### src/rtl/sram_bridge_if.sv
// CPU memory-port and SRAM-pin bundle for sram_bridge.
// The slave modport is the bridge; the master modport is the CPU plus the SRAM pads.
interface sram_bridge_if #(
  parameter int CPU_W = 32,
  parameter int MEM_W = 16,
  parameter int ADR_W = 20
);
  localparam int BL = $clog2(CPU_W / MEM_W);

  // Handshake: a request is taken on any rising edge where cpu_req and
  // cpu_ready are both 1; cpu_done pulses for exactly one cycle per access.
  logic                 cpu_req;
  logic                 cpu_we;
  logic [ADR_W-BL-1:0]  cpu_adr;
  logic [CPU_W-1:0]     cpu_wdata;
  logic [CPU_W/8-1:0]   cpu_be;
  logic                 cpu_ready;
  logic                 cpu_done;
  logic [CPU_W-1:0]     cpu_rdata;

  logic [ADR_W-1:0]     sram_adr;
  logic [MEM_W-1:0]     sram_dq_in;
  logic [MEM_W-1:0]     sram_dq_out;
  logic                 sram_dq_oe;
  logic                 sram_ce_n;
  logic                 sram_oe_n;
  logic                 sram_we_n;
  logic [MEM_W/8-1:0]   sram_be_n;

  modport slave (
    input  cpu_req, cpu_we, cpu_adr, cpu_wdata, cpu_be, sram_dq_in,
    output cpu_ready, cpu_done, cpu_rdata,
    output sram_adr, sram_dq_out, sram_dq_oe, sram_ce_n, sram_oe_n, sram_we_n, sram_be_n
  );

  modport master (
    output cpu_req, cpu_we, cpu_adr, cpu_wdata, cpu_be, sram_dq_in,
    input  cpu_ready, cpu_done, cpu_rdata,
    input  sram_adr, sram_dq_out, sram_dq_oe, sram_ce_n, sram_oe_n, sram_we_n, sram_be_n
  );
endinterface

### src/rtl/sram_bridge.sv
// Serialises one CPU word access into CPU_W/MEM_W little-endian SRAM beats
// with programmable wait states, byte-lane masking and a done pulse.
module sram_bridge #(
  parameter int CPU_W       = 32,
  parameter int MEM_W       = 16,
  parameter int ADR_W       = 20,
  parameter int WAIT_STATES = 0
) (
  input  logic         clk,
  input  logic         reset,
  sram_bridge_if.slave bus
);
  localparam int BEATS = CPU_W / MEM_W;
  localparam int BL    = $clog2(BEATS);
  localparam int BCW   = (BL > 0) ? BL : 1;
  localparam int BB    = MEM_W / 8;
  localparam int AW    = ADR_W - BL;

  localparam logic [1:0] S_IDLE   = 2'd0;
  localparam logic [1:0] S_SETUP  = 2'd1;
  localparam logic [1:0] S_STROBE = 2'd2;

  logic [1:0]         r_state;
  logic               r_rst_done;
  logic               r_we;
  logic [AW-1:0]      r_adr;
  logic [CPU_W-1:0]   r_wdata;
  logic [CPU_W/8-1:0] r_be;
  logic [BCW-1:0]     r_beat;
  logic               r_empty;
  logic [3:0]         r_wait;
  logic [CPU_W-1:0]   r_rbuf;
  logic [CPU_W-1:0]   r_rdata;
  logic               r_done;
  logic [ADR_W-1:0]   r_sram_adr;
  logic [MEM_W-1:0]   r_dq_out;
  logic               r_dq_oe;
  logic               r_ce_n;
  logic               r_oe_n;
  logic               r_we_n;
  logic [BB-1:0]      r_be_n;

  logic               w_ready;
  logic               w_accept;
  logic               w_last_strobe;
  logic               w_first_valid;
  logic [BCW-1:0]     w_first_beat;
  logic               w_next_valid;
  logic [BCW-1:0]     w_next_beat;
  logic               w_ld_we;
  logic [AW-1:0]      w_ld_adr;
  logic [CPU_W-1:0]   w_ld_wdata;
  logic [CPU_W/8-1:0] w_ld_be;
  logic [BCW-1:0]     w_ld_beat;
  logic [ADR_W-1:0]   w_ld_sram_adr;
  logic [MEM_W-1:0]   w_ld_dq;
  logic [BB-1:0]      w_ld_be_n;
  logic [CPU_W-1:0]   w_rbuf_next;

  assign w_ready       = (r_state == S_IDLE) & r_rst_done;
  assign w_accept      = bus.cpu_req & w_ready;
  assign w_last_strobe = (r_wait == 4'(WAIT_STATES));

  // Beat selection: reads run every beat, writes skip beats with no enabled lanes.
  always_comb begin
    w_first_valid = 1'b0;
    w_first_beat  = '0;
    w_next_valid  = 1'b0;
    w_next_beat   = '0;
    for (int b = BEATS - 1; b >= 0; b--) begin
      if (!bus.cpu_we || (bus.cpu_be[b*BB +: BB] != '0)) begin
        w_first_valid = 1'b1;
        w_first_beat  = BCW'(b);
      end
      if ((b > int'(r_beat)) && (!r_we || (r_be[b*BB +: BB] != '0))) begin
        w_next_valid = 1'b1;
        w_next_beat  = BCW'(b);
      end
    end
  end

  // Pad values for the beat about to enter SETUP: from the CPU inputs on
  // acceptance, otherwise from the latched request.
  always_comb begin
    w_ld_we       = (r_state == S_IDLE) ? bus.cpu_we    : r_we;
    w_ld_adr      = (r_state == S_IDLE) ? bus.cpu_adr   : r_adr;
    w_ld_wdata    = (r_state == S_IDLE) ? bus.cpu_wdata : r_wdata;
    w_ld_be       = (r_state == S_IDLE) ? bus.cpu_be    : r_be;
    w_ld_beat     = (r_state == S_IDLE) ? w_first_beat  : w_next_beat;
    w_ld_sram_adr = (ADR_W'(w_ld_adr) << BL) | ADR_W'(w_ld_beat);
    w_ld_dq       = w_ld_wdata[w_ld_beat*MEM_W +: MEM_W];
    w_ld_be_n     = w_ld_we ? ~w_ld_be[w_ld_beat*BB +: BB] : '0;
  end

  always_comb begin
    w_rbuf_next = r_rbuf;
    w_rbuf_next[r_beat*MEM_W +: MEM_W] = bus.sram_dq_in;
  end

  always_ff @(posedge clk or negedge reset) begin
    if (!reset) begin
      r_state    <= S_IDLE;
      r_rst_done <= 1'b0;
      r_we       <= 1'b0;
      r_adr      <= '0;
      r_wdata    <= '0;
      r_be       <= '0;
      r_beat     <= '0;
      r_empty    <= 1'b0;
      r_wait     <= '0;
      r_rbuf     <= '0;
      r_rdata    <= '0;
      r_done     <= 1'b0;
      r_sram_adr <= '0;
      r_dq_out   <= '0;
      r_dq_oe    <= 1'b0;
      r_ce_n     <= 1'b1;
      r_oe_n     <= 1'b1;
      r_we_n     <= 1'b1;
      r_be_n     <= '1;
    end else begin
      r_rst_done <= 1'b1;
      r_done     <= 1'b0;
      case (r_state)
        S_IDLE: begin
          if (w_accept) begin
            r_we    <= bus.cpu_we;
            r_adr   <= bus.cpu_adr;
            r_wdata <= bus.cpu_wdata;
            r_be    <= bus.cpu_be;
            r_beat  <= w_first_beat;
            r_empty <= !w_first_valid;
            r_state <= S_SETUP;
            if (w_first_valid) begin
              r_sram_adr <= w_ld_sram_adr;
              r_dq_out   <= w_ld_dq;
              r_be_n     <= w_ld_be_n;
              r_ce_n     <= 1'b0;
              r_oe_n     <= w_ld_we;
              r_dq_oe    <= w_ld_we;
              r_we_n     <= 1'b1;
            end
          end
        end
        S_SETUP: begin
          // An all-lanes-off write spends this one cycle with the pads idle.
          if (r_empty) begin
            r_empty <= 1'b0;
            r_done  <= 1'b1;
            r_state <= S_IDLE;
          end else begin
            r_wait  <= '0;
            r_we_n  <= !r_we;
            r_state <= S_STROBE;
          end
        end
        S_STROBE: begin
          if (!w_last_strobe) begin
            r_wait <= r_wait + 4'd1;
          end else begin
            r_we_n <= 1'b1;
            if (!r_we) r_rbuf <= w_rbuf_next;
            if (w_next_valid) begin
              r_beat     <= w_next_beat;
              r_sram_adr <= w_ld_sram_adr;
              r_dq_out   <= w_ld_dq;
              r_be_n     <= w_ld_be_n;
              r_state    <= S_SETUP;
            end else begin
              if (!r_we) r_rdata <= w_rbuf_next;
              r_done  <= 1'b1;
              r_ce_n  <= 1'b1;
              r_oe_n  <= 1'b1;
              r_dq_oe <= 1'b0;
              r_be_n  <= '1;
              r_state <= S_IDLE;
            end
          end
        end
        default: r_state <= S_IDLE;
      endcase
    end
  end

  assign bus.cpu_ready   = w_ready;
  assign bus.cpu_done    = r_done;
  assign bus.cpu_rdata   = r_rdata;
  assign bus.sram_adr    = r_sram_adr;
  assign bus.sram_dq_out = r_dq_out;
  assign bus.sram_dq_oe  = r_dq_oe;
  assign bus.sram_ce_n   = r_ce_n;
  assign bus.sram_oe_n   = r_oe_n;
  assign bus.sram_we_n   = r_we_n;
  assign bus.sram_be_n   = r_be_n;
endmodule

### src/flat_wrapper.sv
// flat-port wrapper written by rule: the top's interface ports become plain ports
module sram_bridge_flat 
#(
  parameter int CPU_W       = 32,
  parameter int MEM_W       = 16,
  parameter int ADR_W       = 20,
  parameter int WAIT_STATES = 0
)
  (clk, reset, bus_cpu_req, bus_cpu_we, bus_cpu_adr, bus_cpu_wdata, bus_cpu_be, bus_sram_dq_in, bus_cpu_ready, bus_cpu_done, bus_cpu_rdata, bus_sram_adr, bus_sram_dq_out, bus_sram_dq_oe, bus_sram_ce_n, bus_sram_oe_n, bus_sram_we_n, bus_sram_be_n);
  sram_bridge_if #(.CPU_W(CPU_W), .MEM_W(MEM_W), .ADR_W(ADR_W)) bus_i ();
  input  logic clk;
  input  logic reset;
  input wire logic [$bits(bus_i.cpu_req)-1:0] bus_cpu_req;
  input wire logic [$bits(bus_i.cpu_we)-1:0] bus_cpu_we;
  input wire logic [$bits(bus_i.cpu_adr)-1:0] bus_cpu_adr;
  input wire logic [$bits(bus_i.cpu_wdata)-1:0] bus_cpu_wdata;
  input wire logic [$bits(bus_i.cpu_be)-1:0] bus_cpu_be;
  input wire logic [$bits(bus_i.sram_dq_in)-1:0] bus_sram_dq_in;
  output wire logic [$bits(bus_i.cpu_ready)-1:0] bus_cpu_ready;
  output wire logic [$bits(bus_i.cpu_done)-1:0] bus_cpu_done;
  output wire logic [$bits(bus_i.cpu_rdata)-1:0] bus_cpu_rdata;
  output wire logic [$bits(bus_i.sram_adr)-1:0] bus_sram_adr;
  output wire logic [$bits(bus_i.sram_dq_out)-1:0] bus_sram_dq_out;
  output wire logic [$bits(bus_i.sram_dq_oe)-1:0] bus_sram_dq_oe;
  output wire logic [$bits(bus_i.sram_ce_n)-1:0] bus_sram_ce_n;
  output wire logic [$bits(bus_i.sram_oe_n)-1:0] bus_sram_oe_n;
  output wire logic [$bits(bus_i.sram_we_n)-1:0] bus_sram_we_n;
  output wire logic [$bits(bus_i.sram_be_n)-1:0] bus_sram_be_n;
  assign bus_i.cpu_req = bus_cpu_req;
  assign bus_i.cpu_we = bus_cpu_we;
  assign bus_i.cpu_adr = bus_cpu_adr;
  assign bus_i.cpu_wdata = bus_cpu_wdata;
  assign bus_i.cpu_be = bus_cpu_be;
  assign bus_i.sram_dq_in = bus_sram_dq_in;
  assign bus_cpu_ready = bus_i.cpu_ready;
  assign bus_cpu_done = bus_i.cpu_done;
  assign bus_cpu_rdata = bus_i.cpu_rdata;
  assign bus_sram_adr = bus_i.sram_adr;
  assign bus_sram_dq_out = bus_i.sram_dq_out;
  assign bus_sram_dq_oe = bus_i.sram_dq_oe;
  assign bus_sram_ce_n = bus_i.sram_ce_n;
  assign bus_sram_oe_n = bus_i.sram_oe_n;
  assign bus_sram_we_n = bus_i.sram_we_n;
  assign bus_sram_be_n = bus_i.sram_be_n;
  sram_bridge #(.CPU_W(CPU_W), .MEM_W(MEM_W), .ADR_W(ADR_W), .WAIT_STATES(WAIT_STATES)) u_core (.clk(clk), .reset(reset), .bus(bus_i));
endmodule
### config.mk
export PLATFORM = sky130hd
export DESIGN_NAME = sram_bridge_flat
export DESIGN_NICKNAME = d
export VERILOG_FILES = /design/src/rtl/sram_bridge_if.sv /design/src/rtl/sram_bridge.sv /design/src/flat_wrapper.sv
export SDC_FILE = /design/constraint.sdc
export NUM_CORES = 1
export LEC_CHECK = 0
export CORE_ASPECT_RATIO = 1.4
export CORE_MARGIN = 4
export CORE_UTILIZATION = 51
export DETAILED_ROUTE_END_ITERATION = 10
export GPL_ROUTABILITY_DRIVEN = 0
export GPL_TIMING_DRIVEN = 0
export PLACE_DENSITY = 0.91
export SKIP_LAST_GASP = 1
export SYNTH_ARGS = -nofsm -noshare
export SYNTH_HDL_FRONTEND = slang
export SYNTH_SLANG_ARGS = --single-unit
### constraint.sdc
create_clock -name clk -period 2.7 [get_ports clk]
set_input_delay 0.27 -clock clk [delete_from_list [all_inputs] [get_ports clk]]
set_output_delay 0.27 -clock clk [all_outputs]
set_load 0.01 [all_outputs]
==> results of run 1 <==
## state kept, by name, summed over array words and instances (netlist names), 2 cells and up
name,count
u_core.bus.sram_be_n,2
u_core.r_wait,4
u_core.bus.cpu_rdata,32
u_core.r_rbuf,16
u_core.r_wdata,32
u_core.r_adr,19
u_core.bus.sram_dq_out,16
u_core.r_be,4
u_core.bus.sram_adr,20
u_core.r_state,2
## power breakdown
| part | total, mW | switching, mW | internal, mW |
|---|---|---|---|
| logic | 5.09 | 2.53 | 2.57 |
| clock network | 2.26 | 1.05 | 1.21 |
| registers | 4.15 | 0.665 | 3.48 |
| total | 11.5 | 4.24 | 7.26 |
## metrics by stage
stage / hold slack [ns] / setup slack, ns / cells
5_1_grt: 0.3922 / -0.08673 / 952
3_3_place_gp: 0.4553 / -4.478 / 919
4_1_cts: 0.3565 / -0.1278 / 952
3_5_place_dp: 0.2338 / -0.3982 / 920
6_report: 0.3530 / -0.004508 / 952
2_1_floorplan: -0.02559 / 0.3992 / 587
## critical path, cell delays in order, from the launching register on
cell and delay [ns]:
dfrtp_1 0.42, inv_1 0.16, ha_4 0.22, buf_2 0.23
buf_4 0.26, and2_1 0.17, clkdlybuf4s50_1 0.54
## cells in the final DEF (no fill, tap or decap), types with 6 or more instances in the layout
master	count
a21oi_1	6
clkbuf_1	32
clkbuf_16	17
clkdlybuf4s50_1	149
dfrtp_1	151
inv_1	26
mux2_2	91
mux2i_1	19
nand2_1	22
nor2_1	8
nor3_1	35
o211a_1	16
o21ai_0	96
o41ai_1	8
o41ai_2	7
## cell type report
type | instances | area (sq um) | share of cell area
buffer | 42 | 191.4 | 0.02044
clock buffer | 17 | 425.4 | 0.04542
clock inverter | 15 | 131.4 | 0.01403
inverter | 26 | 97.59 | 0.01042
multi-input combinational | 362 | 2843 | 0.3035
sequential | 156 | 3910 | 0.4174
tap | 182 | 227.7 | 0.02431
timing repair buffer | 152 | 1540 | 0.1644
## per-layer routing
| layer | vias up | track usage | wire (um) |
|---|---|---|---|
| met3 | 56 | 0.09465 | 1732 |
| met5 | - | 0 | 0 |
| met1 | 2801 | 0.2816 | 7030 |
| li1 | 2462 | - | - |
| met2 | 292 | 0.4533 | 10660 |
| met4 | 0 | 0.1126 | 621 |
## logic make-up after synthesis
logic type               Yosys count
flip-flops                       156
AO/OA/AOI/OAI                    155
multiplexers                     110
AND/OR/NAND/NOR                   90
buffers and inverters             69
adder cells (fa/ha/maj)            6
other                              1
## worst max-delay path by stage
stage                                        from  depth (start not counted)                            to
floorplan            u_core.r_wait[0]$_DFFE_PN0P_                          7  u_core.r_rbuf[0]$_DFFE_PN0P_
global placement                            reset                          1  u_core.r_wait[2]$_DFFE_PN0P_
detailed placement  u_core.r_state[1]$_DFFE_PN0P_                          7                 bus_cpu_ready
CTS                 u_core.r_state[1]$_DFFE_PN0P_                          6                 bus_cpu_ready
global route        u_core.r_state[0]$_DFFE_PN0P_                          6                 bus_cpu_ready
finish              u_core.r_state[0]$_DFFE_PN0P_                          6                 bus_cpu_ready
## repair_timing
action	in CTS	in global routing
endpoints found under the hold margin	47	0
endpoints found under the setup margin	24	39
hold buffers	1	0
resized for setup	5	10
==> results.json, run 1 <==
{
  "cts_root_buf": "clkbuf_16",
  "routed_wirelength_mm": 20.04,
  "synth_area_per_cell_sq_um": 11.92,
  "die_h_um": 146.6,
  "grt_use_total": 0.2602,
  "die-area_sq_mm": 0.01568,
  "placed_area_sq_mm": 0.008755,
  "utilization": 0.6996,
  "htreeDepth": 4,
  "synth_compound_area_frac": 0.1493,
  "synthAdderAreaFrac": 0.01073,
  "rsz0062_at_grt": "yes",
  "first_pass_iters": 7,
  "start_util": 0.5226,
  "final_cell_area_sq_mm": 0.009366,
  "slew_headroom": 0.4857,
  "finalHoldViolations": 0,
  "synth_simple_gate_area_frac": 0.06599,
  "core_area_sq_mm": 0.01339,
  "synth_area_sq_mm": 0.006997,
  "postSynth.asyncResetShare": 1.000,
  "slew_viol_final": 0,
  "fill_cells": 918,
  "fmax_ghz": 0.3698,
  "post-dp-hpwl_mm": 14.46,
  "antenna_cells": 0,
  "setup_viol": 1,
  "num_vias": 5611,
  "yosysMostFrequentCell": "dfrtp_1",
  "syn_nets": 668,
  "cp_max_fo": 10,
  "cts_tree": "yes",
  "netlist.area_leader.share": 0.5401,
  "cp-start-kind": "flip-flop",
  "synth.distinct_cells": 47,
  "drive_above_1_share": 0.2000,
  "yosys.area_share.xor_xnor": 0,
  "cp.required_ns": 2.43,
  "ys_seq_area_frac": 0.5588,
  "violations": "setup timing",
  "post_cts_buffers": 0,
  "timing.final.crit_share": 1.002,
  "ioPinCount": 151,
  "portBuffers": 150,
  "yosysWarnings": 0,
  "placementRows": 50,
  "peakVddDrop_mv": 0.7404,
  "arrival_ns": 2.43,
  "wl_per_cell_um": 21.05,
  "fin_setup_tns_ns": -0.004508,
  "yosys_most_used_dff": "dfrtp_1",
  "grt_max_degree": 110,
  "antenna_found_initial": 0,
  "muxShareOfSynthArea": 0.1736,
  "grt_pass1_wl_mm": 32.02,
  "status": "finished with violations",
  "cts_made_buffers": 17,
  "synthCells": 587,
  "fin_skew_ns": 0.007510,
  "hp-class": "in2async",
  "cts.sinks": 156,
  "ys_seq_elements": 156,
  "nNetsFinal": 838,
  "die_w_um": 107.0,
  "overflow": 0,
  "crit-reg2reg-capture": "u_core.bus.sram_dq_out[11]$_DFFE_PN0P_",
  "synth_edf_count": 0,
  "timing.rr.start": "u_core.r_wait[0]$_DFFE_PN0P_",
  "leakage_nw": 4.090,
  "path_class": "reg2out",
  "ant_nets": 0,
  "endpoint_kind": "output pin",
  "grt_pass1_vias": 6240,
  "path_clk_slew_ns": 0.07,
  "vias_per_cell": 5.894,
  "synthTopCellsByCount": "dfrtp_1 (151), o21ai_0 (97), mux2_2 (91)",
  "tightest_slew_ns": 0.7663,
  "finalWorstPathRequiredPeriod_ns": 2.705,
  "clock_latency_ns": 0.42,
  "setup_slack_ns": -0.004508,
  "cellPowerDensity_mw_per_mm2": 1228,
  "maxCapViolCount": 0,
  "drt-initial-drc-count": 450,
  "synth_top_cell_by_area": "dfrtp_1",
  "synth_area_leaders": "dfrtp_1 (54%), mux2_2 (15%), o21ai_0 (6.9%), mux2i_1 (2.7%), nor3_1 (2.5%)",
  "drc": 0,
  "r2r_setup_slack_ns": 0.12,
  "rr_worst_depth": 9,
  "power_mw": 11.50,
  "clockBufferDepth": 2,
  "synth_top_family_by_area": "multiplexers",
  "syn_to_final_growth_pct": 33.87
}
(Power assumes the default switching activity.)
==> run 2: changes to the inputs <==
--- a/config.mk
+++ b/config.mk
@@ -8,6 +8,7 @@
 export CORE_ASPECT_RATIO = 1.4
 export CORE_MARGIN = 4
 export CORE_UTILIZATION = 51
+export CTS_CLUSTER_SIZE = 12
 export DETAILED_ROUTE_END_ITERATION = 10
 export GPL_ROUTABILITY_DRIVEN = 0
 export GPL_TIMING_DRIVEN = 0
==> results of run 2 <==
Final layout, timing and power as in run 1 (identical DEF).
==> RTL edit 1 (config.mk and constraints of run 2) <==
`ADR_W` is set to 20 in 3 places; all go to 30.
--- a/src/rtl/sram_bridge_if.sv
+++ b/src/rtl/sram_bridge_if.sv
@@ -3,7 +3,7 @@
 interface sram_bridge_if #(
   parameter int CPU_W = 32,
   parameter int MEM_W = 16,
-  parameter int ADR_W = 20
+  parameter int ADR_W = 30
 );
   localparam int BL = $clog2(CPU_W / MEM_W);
 
--- a/src/rtl/sram_bridge.sv
+++ b/src/rtl/sram_bridge.sv
@@ -3,7 +3,7 @@
 module sram_bridge #(
   parameter int CPU_W       = 32,
   parameter int MEM_W       = 16,
-  parameter int ADR_W       = 20,
+  parameter int ADR_W       = 30,
   parameter int WAIT_STATES = 0
 ) (
   input  logic         clk,
--- a/src/flat_wrapper.sv
+++ b/src/flat_wrapper.sv
@@ -3,7 +3,7 @@
 #(
   parameter int CPU_W       = 32,
   parameter int MEM_W       = 16,
-  parameter int ADR_W       = 20,
+  parameter int ADR_W       = 30,
   parameter int WAIT_STATES = 0
 )
   (clk, reset, bus_cpu_req, bus_cpu_we, bus_cpu_adr, bus_cpu_wdata, bus_cpu_be, bus_sram_dq_in, bus_cpu_ready, bus_cpu_done, bus_cpu_rdata, bus_sram_adr, bus_sram_dq_out, bus_sram_dq_oe, bus_sram_ce_n, bus_sram_oe_n, bus_sram_we_n, bus_sram_be_n);
Interface: changed (resized bus_cpu_adr and bus_sram_adr); port bits go from 151 to 171. The function was not compared with the original's and may differ.
==> RTL edit 1 against run 2 <==
- wire length shrank 1.9%
- power grew 8.4%
- setup slack gained 0.19 ns
- design area grew 11%
- critical path depth is the same
- area after synthesis grew 13%
- sequential cell count grew 20
==> RTL edit 1: results (changes against run 2) <==
- Status: complete, no violations
- FF-to-FF Start: u_core.r_state[0]
- Total length of routed wires: 19700 um (-1.9%)
- Max Transition Viols Final: 0 (unchanged)
- CTS root buffer: clkbuf_16
- GR Util All Layers: 22.8% (-3.2 points)
- Via Count: 5790 (+3.2%)
- Max VDD drop: 0.698 mV (-5.8%)
- Hold slack: 0.374 ns (+0.0208 ns)
- R2R Setup Slk: 0.36 ns (+0.24 ns)
- Initial DRT Pass Iterations: 5 (-2)
- Final ANT Viol Nets: 0 (unchanged)
- Worst-margin pin slew: 0.740 ns (-0.0260 ns)
- Synth cell count leaders: 171 x dfrtp_1, 115 x mux2_2, 92 x nand2_1
- Filler Cells Inserted: 1050 (+14%)
- Worst r2r dst: u_core.r_beat
- CP top delay family: buffers and inverters
- Area contributors post-synth: dfrtp_1 54%, mux2_2 16%, nand2_1 4.4%, mux2i_1 4.2%, o41ai_2 3.1%
- Worst EP arrival: 2.24 ns (-0.19 ns)
- Crit Path Max Fanout: 19 (+9)
- Finished Layout Cells: 1031 (+8.3%)
- Seq/Total Area, Yosys: 56.0% (+0.13 points)
- Layout cells sized above 1: 25.0% (+5.0 points)
- Mapped Cells: 637 (+8.5%)
- Post-DP HPWL: 14100 um (-2.2%)
- Worst R2R Path Depth: 8 (-1)
- Worst clock skew: 0.0147 ns (+0.00714 ns)
- Vias in the first global route: 6205 (-0.56%)
- Nets: 918 (+9.5%)
- Iter 0 DRT Violations: 410 (-8.9%)
- Global-route wire length before repair: 31700 um (-0.90%)
- Clock slew at reported path FFs: 0.08 ns
## RTL edit 1: logic make-up after synthesis
| logic type | after synthesis | synth area share (%) |
|---|---|---|
| AND/OR/NAND/NOR | 179 | 11.0 |
| flip-flops | 176 | 56.0 |
| multiplexers | 149 | 20.8 |
| AO/OA/AOI/OAI | 77 | 7.93 |
| buffers and inverters | 49 | 3.26 |
| adder cells (fa/ha/maj) | 6 | 0.953 |
| other | 1 | 0.0476 |
## RTL edit 1: worst register-to-register path, cell delays in order, from the launching register on
cell and delay, ns:
dfrtp_1 0.37, inv_1 0.08, ha_1 0.19, clkbuf_4 0.19, nand3_2 0.21, buf_1 0.60, a21oi_1 0.29, a21oi_1 0.22
a21oi_1 0.06
## RTL edit 1: power by group
group	internal [mW]	switching, mW
clock network	1.23	1.12
registers	3.91	0.687
logic	2.89	2.63
total	8.03	4.45
## RTL edit 1: final cells by class
class	instances	area (sq um)	area share (%)
Multi-Input combinational cell	412	3210	30.8
Buffer	41	234	2.24
Clock inverter	14	139	1.33
Timing Repair Buffer	172	1740	16.7
Sequential cell	176	4410	42.3
Clock buffer	17	425	4.08
Inverter	7	26.3	0.252
Tap cell	192	240	2.30
## RTL edit 1: worst max-delay path by stage
stage                     slack, ns  depth (start not counted)             endpoint               from
after floorplan                0.83                          7    u_core.r_rbuf[10]   u_core.r_wait[0]
after global placement        -5.78                          1  u_core.bus.cpu_done              reset
after detailed placement       0.17                          7        bus_cpu_ready  u_core.r_state[0]
after CTS                      0.04                          7        bus_cpu_ready  u_core.r_state[1]
after global routing           0.05                          6        bus_cpu_ready  u_core.r_state[1]
final                          0.19                          6        bus_cpu_ready  u_core.r_state[1]
## RTL edit 1: repair_timing
action | 4_1_cts | 5_1_grt
hold endpoints to repair | 67 | 0
gates resized for setup | 4 | 1
hold buffers | 1 | 0
setup endpoints to repair | 1 | 1
## RTL edit 1: routing by layer
layer	wire length (um)	GRT usage (%)	share of wire [%]	vias to the layer above
met2	10500	40.8	53	218
met1	7580	27.0	39	2901
met5	0	0	0	-
li1	-	-	-	2635
met4	388	7.90	2.0	0
met3	1230	5.02	6.3	36
## RTL edit 1: stage by stage
stage	setup slack (ns)	total power, mW	instance area [sq um]
2_1_floorplan	0.833	7.77	7870
3_3_place_gp	-5.78	9.89	9820
3_5_place_dp	0.168	10.2	9850
4_1_cts	0.0370	12.6	10400
5_1_grt	0.0462	13.2	10400
6_report	0.188	12.5	10400
==> RTL edit 2 (settings of run 2) <==
Made on the original files. Reset style: synchronous (`reset`), changed in one clocked block.
--- a/src/rtl/sram_bridge.sv
+++ b/src/rtl/sram_bridge.sv
@@ -97,7 +97,7 @@
     w_rbuf_next[r_beat*MEM_W +: MEM_W] = bus.sram_dq_in;
   end
 
-  always_ff @(posedge clk or negedge reset) begin
+  always_ff @(posedge clk) begin
     if (!reset) begin
       r_state    <= S_IDLE;
       r_rst_done <= 1'b0;
Function: differs if reset is asserted again (counterexample within 4 cycles, from zero or initial values and one cycle with reset low); with reset held inactive, the same outputs for 4 cycles.
==> RTL edit 2 against run 2 <==
- first-iteration DRC count decreased by 12%
- wire length increased by 5.8%
- register-to-register slack improved by 0.13 ns
- design area decreased by 4.2%
- setup slack improved by 0.19 ns
- maximum frequency increased by 7.6%
- count of clock-buffer cells in the layout increased by 2
- via count increased by 23%
- core utilization decreased by 0.26 points
- sequential cell count unchanged
- area after synthesis decreased by 4.1%
Power is not compared: it rests on default switching activity, and its combinational part moved more than twofold at a synthesized area within 25%.
==> RTL edit 2: results (changes against run 2) <==
- Worst R2R Path Depth: 8 (-1)
- Filler Cells Inserted: 955 (+4.0%)
- XOR/XNOR share of the synthesized area: 0.261% (+0.26 points)
- Wl on met1: 7590 um (+8.0%)
- Via Count: 6889 (+23%)
- Area contributors post-synth: dfxtp_1 47%, nand2_1 13%, a21oi_1 9.9%, o31ai_1 3.8%, or4_1 3.7%
- Worst r2r dst: u_core.bus.sram_dq_out[14]
- R2R Setup Slk: 0.25 ns (+0.13 ns)
- Status: complete, no violations
- Mapped Cells: 809 (+38%)
- Post-DP HPWL: 14900 um (+2.7%)
- Mux cell area share after synthesis: 2.98% (-14 points)
- CP peak stage delay: 0.57 ns (+0.03 ns)
- DR WL met2: 10700 um (+0.39%)
- Post-Synth Adder-Cell Area: 1.12% (+0.046 points)
- Drt wl/cell: 18.6 um (-12%)
- IO Port Bufs: 149 (-0.67%)
- GR Util met3: 5.84% (-3.6 points)
- Ys flop type: dfxtp_1
- Iter 0 DRT Violations: 397 (-12%)
- Met2 Use GR: 49.8% (+4.5 points)
- Vias per inst: 6.03 (+2.3%)
- Place WS: 0.202 ns (+0.600 ns)
- Nets: 1057 (+26%)
- GR Util All Layers: 28.2% (+2.2 points)
- Layout cells sized above 1: 6.67% (-13 points)
- Met3 WL: 1810 um (+4.4%)
- Vias in the first global route: 7022 (+13%)
- Compound-gate portion of the synthesized area: 22.2% (+7.3 points)
- Pin count of the biggest net entering global routing: 20 (-82%)
## RTL edit 2: changes by cell type after synthesis, sizes merged, moves of 30 or more
cell / before / now
dfrtp: 151 / 0
nor3: 35 / 5
nand2: 22 / 231
dfxtp: 0 / 156
a21oi: 6 / 133
o31ai: 1 / 35
or4: 0 / 33
o21ai: 98 / 4
mux2: 91 / 0
## RTL edit 2: area by class of cell
type,instances,area share [%]
tap,153,2.13
buffer,75,3.65
clock inverter,13,1.56
sequential,156,34.8
multi-input combinational,569,36.0
timing repair buffer,149,16.6
inverter,8,0.335
clock buffer,19,4.94
## RTL edit 2: through the flow
step                hold slack [ns]  area (sq um)
floorplan                     0.298          6710
global placement              0.436          8390
detailed placement            0.441          8390
CTS                           0.146          8970
global route                  0.163          8970
finish                        0.151          8970
## RTL edit 2: power by group
| group | internal (mW) | switching (mW) |
|---|---|---|
| logic | 0.836 | 1.19 |
| registers | 2.53 | 0.133 |
| clock network | 1.39 | 0.974 |
| total | 4.75 | 2.29 |
